File: src/rtl/branch_unit.sv
// Branch resolution unit with a one-entry result register using a valid/ready handshake.
// Define BRANCH_UNIT_STATS_EN to add the saturating taken_cnt and total_cnt outputs.
module branch_unit #(
  parameter int N          = 16,
  parameter int INSN_BYTES = 2
) (
  input  logic         clk,
  input  logic         rst,
  input  logic         in_valid,
  output logic         in_ready,
  input  logic [2:0]   br_op,
  input  logic         eq,
  input  logic         gt,
  input  logic         lt,
  input  logic [N-1:0] pc_in,
  input  logic [N-1:0] offset,
  input  logic         flush,
  output logic         out_valid,
  input  logic         out_ready,
  output logic         taken,
  output logic [N-1:0] target,
  output logic [N-1:0] next_pc,
  output logic         flags_err
`ifdef BRANCH_UNIT_STATS_EN
  ,
  output logic [15:0]  taken_cnt,
  output logic [15:0]  total_cnt
`endif
);

  typedef enum logic {EMPTY = 1'b0, FULL = 1'b1} state_e;

  state_e       state_q, state_d;
  logic         accept;
  logic         taken_q, taken_d;
  logic         ferr_q, ferr_d;
  logic [N-1:0] target_q, target_d;
  logic [N-1:0] next_pc_q, next_pc_d;
  logic         cond_op, raw_taken;

  assign in_ready = !rst && !flush && ((state_q == EMPTY) || out_ready);
  assign accept   = in_valid && in_ready;

  always_ff @(posedge clk) begin
    if (rst) state_q <= EMPTY;
    else     state_q <= state_d;
  end

  always_comb begin
    state_d = state_q;
    if (flush)                             state_d = EMPTY;
    else if (accept)                       state_d = FULL;
    else if (state_q == FULL && out_ready) state_d = EMPTY;
  end

  always_comb begin
    out_valid = (state_q == FULL);
    taken     = taken_q;
    flags_err = ferr_q;
    target    = target_q;
    next_pc   = next_pc_q;
  end

  // Codes 000..011 are the conditional ops; 100 is JAL, the rest are NOP.
  always_comb begin
    cond_op   = !br_op[2];
    raw_taken = 1'b0;
    unique case (br_op)
      3'b000:  raw_taken = eq;
      3'b001:  raw_taken = !eq;
      3'b010:  raw_taken = lt;
      3'b011:  raw_taken = eq || gt;
      3'b100:  raw_taken = 1'b1;
      default: raw_taken = 1'b0;
    endcase
    ferr_d    = cond_op && !$onehot({eq, gt, lt});
    taken_d   = raw_taken && !ferr_d;
    target_d  = pc_in + offset;
    next_pc_d = taken_d ? target_d : (pc_in + N'(INSN_BYTES));
  end

  always_ff @(posedge clk) begin
    if (rst) begin
      taken_q   <= 1'b0;
      ferr_q    <= 1'b0;
      target_q  <= '0;
      next_pc_q <= '0;
    end else if (accept) begin
      taken_q   <= taken_d;
      ferr_q    <= ferr_d;
      target_q  <= target_d;
      next_pc_q <= next_pc_d;
    end
  end

`ifdef BRANCH_UNIT_STATS_EN
  logic [15:0] taken_cnt_q, total_cnt_q;

  always_ff @(posedge clk) begin
    if (rst) begin
      taken_cnt_q <= '0;
      total_cnt_q <= '0;
    end else if (accept) begin
      if (total_cnt_q != 16'hFFFF)            total_cnt_q <= total_cnt_q + 16'd1;
      if (taken_d && taken_cnt_q != 16'hFFFF) taken_cnt_q <= taken_cnt_q + 16'd1;
    end
  end

  assign taken_cnt = taken_cnt_q;
  assign total_cnt = total_cnt_q;
`endif

endmodule

File: config.mk
export PLATFORM = sky130hd
export DESIGN_NAME = branch_unit
export DESIGN_NICKNAME = d
export VERILOG_FILES = /design/src/rtl/branch_unit.sv
export SDC_FILE = /design/constraint.sdc
export NUM_CORES = 1
export LEC_CHECK = 0
export ABC_CLOCK_PERIOD_IN_PS = 6500
export BUFFER_PORTS_ARGS = -buffer_cell sky130_fd_sc_hd__buf_4
export CAP_MARGIN = 5
export CORE_MARGIN = 2
export CORE_UTILIZATION = 50
export DETAILED_ROUTE_END_ITERATION = 7
export GPL_TIMING_DRIVEN = 1
export PLACE_DENSITY_LB_ADDON = 0.08
export REMOVE_ABC_BUFFERS = 1
export SLEW_MARGIN = 10
export SYNTH_ARGS = -nofsm -noshare
export SYNTH_HDL_FRONTEND = slang
export SYNTH_SLANG_ARGS = --single-unit
File: constraint.sdc
create_clock -name clk -period 6.5 [get_ports clk]
set_clock_uncertainty 0.15 [all_clocks]
set_input_delay 1.3 -clock clk [delete_from_list [all_inputs] [get_ports clk]]
set_output_delay 1.3 -clock clk [all_outputs]
set_load 0.03 [all_outputs]
==> Word level (Yosys, flattened, before mapping) <==
Cells that the tools add are included.
{ "word_totals": {"regBits": 35, "inputBits": 43, "n_memories": 0, "latchBits": 0, "romBits": 0, "output_inout_bits": 36, "word_cells": 36, "ram_bits": 0} }
{ "op_classes": {"div_mod_pow": 0, "magnitude_cmp": 0, "mux": 4, "reduce_logical": 17, "n_mul": 0, "add_sub_neg": 4, "n_eq_ne": 5, "n_shift": 0, "bitwise": 1} }
{ "op_table": {"columns": ["operator", "n"], "rows": [
  ["16-bit adder", 1],
  ["16-bit by 2-bit adder with 16-bit output (second input constant)", 1],
  ["16-bit two-way mux", 1],
  ["3-bit by 2-bit equality test with 1-bit output (second input constant)", 2],
  ["1-bit logical AND", 6],
  ["1-bit logical NOT", 6],
  ["1-bit one-hot mux with 5 select lines", 1],
  ["3-bit by 1-bit equality test with 1-bit output (second input constant)", 1],
  ["3-bit equality test (second input constant)", 1],
  ["3-bit logical NOT", 1],
  ["1-bit by 1-bit adder with 2-bit output", 1],
  ["2-bit by 1-bit adder with 2-bit output", 1],
  ["2-bit by 1-bit equality test with 1-bit output (second input constant)", 1],
  ["1-bit logical OR", 2],
  ["1-bit two-way mux", 2],
  ["2-bit nonzero test", 1],
  ["2-bit OR reduction", 1],
  ["1-bit inverter", 1]
]} }

==> Logic depth before layout (Yosys ltp) <==
{ "depth": {"ltp_word": 8, "ltp_mapped": 8, "ltp_nobuf": 8} }

==> Worst setup path before layout <==
OpenSTA, ideal clock, no wires.
{ "synth_timing": {"path_kind": "input-to-output", "startpoint": "input port flush", "endpoint": "output port in_ready", "t_arrival_ns": 2.076, "n_path_buf": 0, "required_ns": 5.050, "path_slack_ns": 2.974, "cell_stages": 1, "path_cell_list": "nor3_1"} }
{ "synth_between": {"elab_chain_len": 3} }
{ "synth_rtl": {"columns": ["element", "line_no", "source"], "rows": [
  ["start, declared", "17", "input logic flush,"],
  ["1-bit logical NOT", "41", "assign in_ready = !rst && !flush && ((state_q == EMPTY) || out_ready);"],
  ["1-bit logical AND (2 in series)", "41", null],
  ["end, declared", "10", "output logic in_ready,"]
]} }
No other way between the ends.

==> Final worst setup path <==
{ "layout_timing": {"startpoint": "input port rst", "endpoint": "output port in_ready"} }
{ "layout_between": {"elab_chain_len": 3} }
{ "layout_rtl": {"columns": ["element", "line_no", "source"], "rows": [
  ["start, declared", "8", "input logic rst,"],
  ["1-bit logical NOT", "41", null],
  ["1-bit logical AND (2 in series)", "41", null]
]} }
No other way between the ends.

==> metrics.txt <==
Area Overhead vs Synth 29.8%; initial drt markers 173; status finished, final reports clean; full die area 5320 sq um; Psw a little over 200 uW; DRT Wirelength 5960 um; Core Rows 25; Slowest-stage cell, CP nor3_1; Synth Flop Type dfxtp_1; number of nets with antenna violations after routing 0; Worst-Margin Slew 1100 ps; Total Routing Usage GR 0.227; Nets 440; CP Max Fanout 30; Via density 5.60; Crit. End Element output pin; fin crit share 0.534; Fmax 288 MHz; Worst Path Class, Setup in -> out; cell mode on critical path buf_4; slew margin rel. 0.262; WL/cell approximately 14 um; Worst EP arrival about 2000 ps; Setup WS post-layout 3030 ps; first-pass GRT wire length 9490 um; max_cap viols 0; Post CTS Setup Buffer Count 0; required time of the critical path 5050 ps; Clock Latency Late Sink 280 ps; clock buffer count from CTS 5; Post-synth EDFFs 0; share of cells above drive strength 1 0.237; Tmin final between 3000 and 4000 ps; CP cell instances buf_4, nor3_1, buf_4; slowest stage delay, CP 290 ps; area taken by flip-flops and latches 701 sq um; clock sinks 35; Flop pwr share 0.383; cell count after synthesis between 300 and 400; Int Pwr 407 uW; register area share after synthesis 0.295; CTS Buffer Depth 2; mean post-synth cell area just under 8 sq um; CTS tree yes; Top delay family on crit path buffers and inverters; Residual DRC 0; Max VDD drop 0.0865 mV; hold_buf cts 0; Root Driver clkbuf_8; clock-pin transition on the worst setup and hold timing paths 70 ps; Buf/Inv on CP 2; Post-synth ARST share 0; initial antenna violation count 0; Clk pwr share 0.280; Die Wd 73.0 um; cell area after layout 3090 sq um; post-cts resize count 0; most frequent cells in the layout buf_4, nand2_1, dfxtp_1; Leak Pwr between 0.001 and 0.0015 uW; drt first pass iters 4; sw frac 0.331; placed cell area 2990 sq um; commonest non-fill, non-tap cell in the layout buf_4; PD cells 197 nW/um^2; worst min-delay path class reg -> reg; hpwl dp 4620 um; startpoint types primary input; GP Congestion 0.845; synthesis-stage register bit count 35; Place WS 2780 ps; via count about 2.4k; antenna cells 0; Core Region around 4700 sq um; Max H-tree Level 2; count of final hold-check violations 0; Final setup viols 0; global route overflow 0; effective utilization at floorplan 0.510; Comb pwr share 0.337; synthesis warning total 0; Netlist Area Pre-Place 2380 sq um; Max Slew Vio Count 0; RSZ-0062 raised after global routing false; Pwr Total 608 uW; largest net degree at the start of global routing 36; FILL cells approximately 420; Synth cell types 42; multi-input logic area about 1600 sq um; I/O Buffers a little under 80; vias in the first global route approximately 2.0k; Final TNS setup 0 ps; I/O pin cnt a little under 80; Die H 73.0 um
-- synthesized netlist by cell type, types with 3 or more instances --
cell type / instances / area (sq um)
o21ai_0: 14 / 70.1
inv_1: 5 / 18.8
nand2_1: 50 / 188
ha_1: 16 / 200
a311oi_1: 3 / 26.3
o221ai_1: 3 / 26.3
xor2_1: 9 / 78.8
and3_1: 4 / 25.0
xnor2_1: 17 / 149
nor3_1: 10 / 50.1
clkbuf_1: 8 / 30.0
a31oi_1: 4 / 25.0
o211ai_1: 8 / 60.1
a211oi_1: 5 / 37.5
nand3_1: 13 / 65.1
nor2_1: 25 / 93.8
a21oi_1: 34 / 170
nand4_1: 5 / 31.3
dfxtp_1: 35 / 701
a21o_1: 6 / 45.0
buf_2: 3 / 15.0
-- worst register-to-register path: stages (launching register included) --
cell and delay (ps):
dfxtp_1 310, nor2b_1 140, nor3_1 220, and2_1 860
nand2_1 280, a2bb2oi_1 190, o32ai_1 140
-- metal layers --
layer | vias up | global-route usage | part of all wire
met1 | 1075 | 0.336 | 0.47
met5 | - | 0 | 0
li1 | 1253 | - | -
met2 | 92 | 0.340 | 0.45
met4 | 0 | 0.0679 | 0.012
met3 | 10 | 0.0331 | 0.070
-- worst paths after layout --
check / start / end / slack (ps) / cells past startpoint
max: rst / in_ready / 3030 / 3
max reg2reg: out_valid / next_pc[15] / 4110 / 6
min: next_pc[5] / next_pc[5] / 300 / 2
min reg2reg: next_pc[5] / next_pc[5] / 300 / 2
-- logic make-up after synthesis --
| kind of cell | after synthesis | synth area share |
|---|---|---|
| and+or+nand+nor | 117 | 0.218 |
| AOI/OAI and AO/OA | 92 | 0.260 |
| DFF | 35 | 0.295 |
| xor gates and xnor gates | 26 | 0.0957 |
| adders and majority gates | 18 | 0.101 |
| buffers and inverters | 16 | 0.0268 |
| muxes | 1 | 0.00421 |
-- per-stage QoR --
step / utilization / hold WS [ps] / std cells
3_5_place_dp: 0.641 / 297 / 426
5_1_grt: 0.662 / 322 / 434
3_3_place_gp: 0.641 / 292 / 426
6_report: 0.662 / 304 / 434
2_1_floorplan: - / 424 / 294
4_1_cts: 0.662 / 306 / 434
-- flip-flops by register name (all words and copies together) (netlist names) --
register,cells
taken,1
flags_err,1
next_pc,16
target,16
out_valid,1
-- final cells by class --
cell class                 instances  share of cell area
clock buffer                       8              0.0324
timing repair buffer              78               0.190
sequential                        35               0.227
tap                               54              0.0219
multi-input combinational        254               0.523
inverter                           5             0.00608
-- power by group through the flow --
stage / Clock, uW / Combinational, uW / Sequential (uW)
2_1_floorplan: 0 / 106 / 260
3_3_place_gp: 0 / 202 / 237
3_5_place_dp: 0 / 203 / 238
4_1_cts: 173 / 204 / 233
5_1_grt: 183 / 224 / 234
6_report: 170 / 205 / 233
Note: power is estimated with default switching activity, not from simulation.
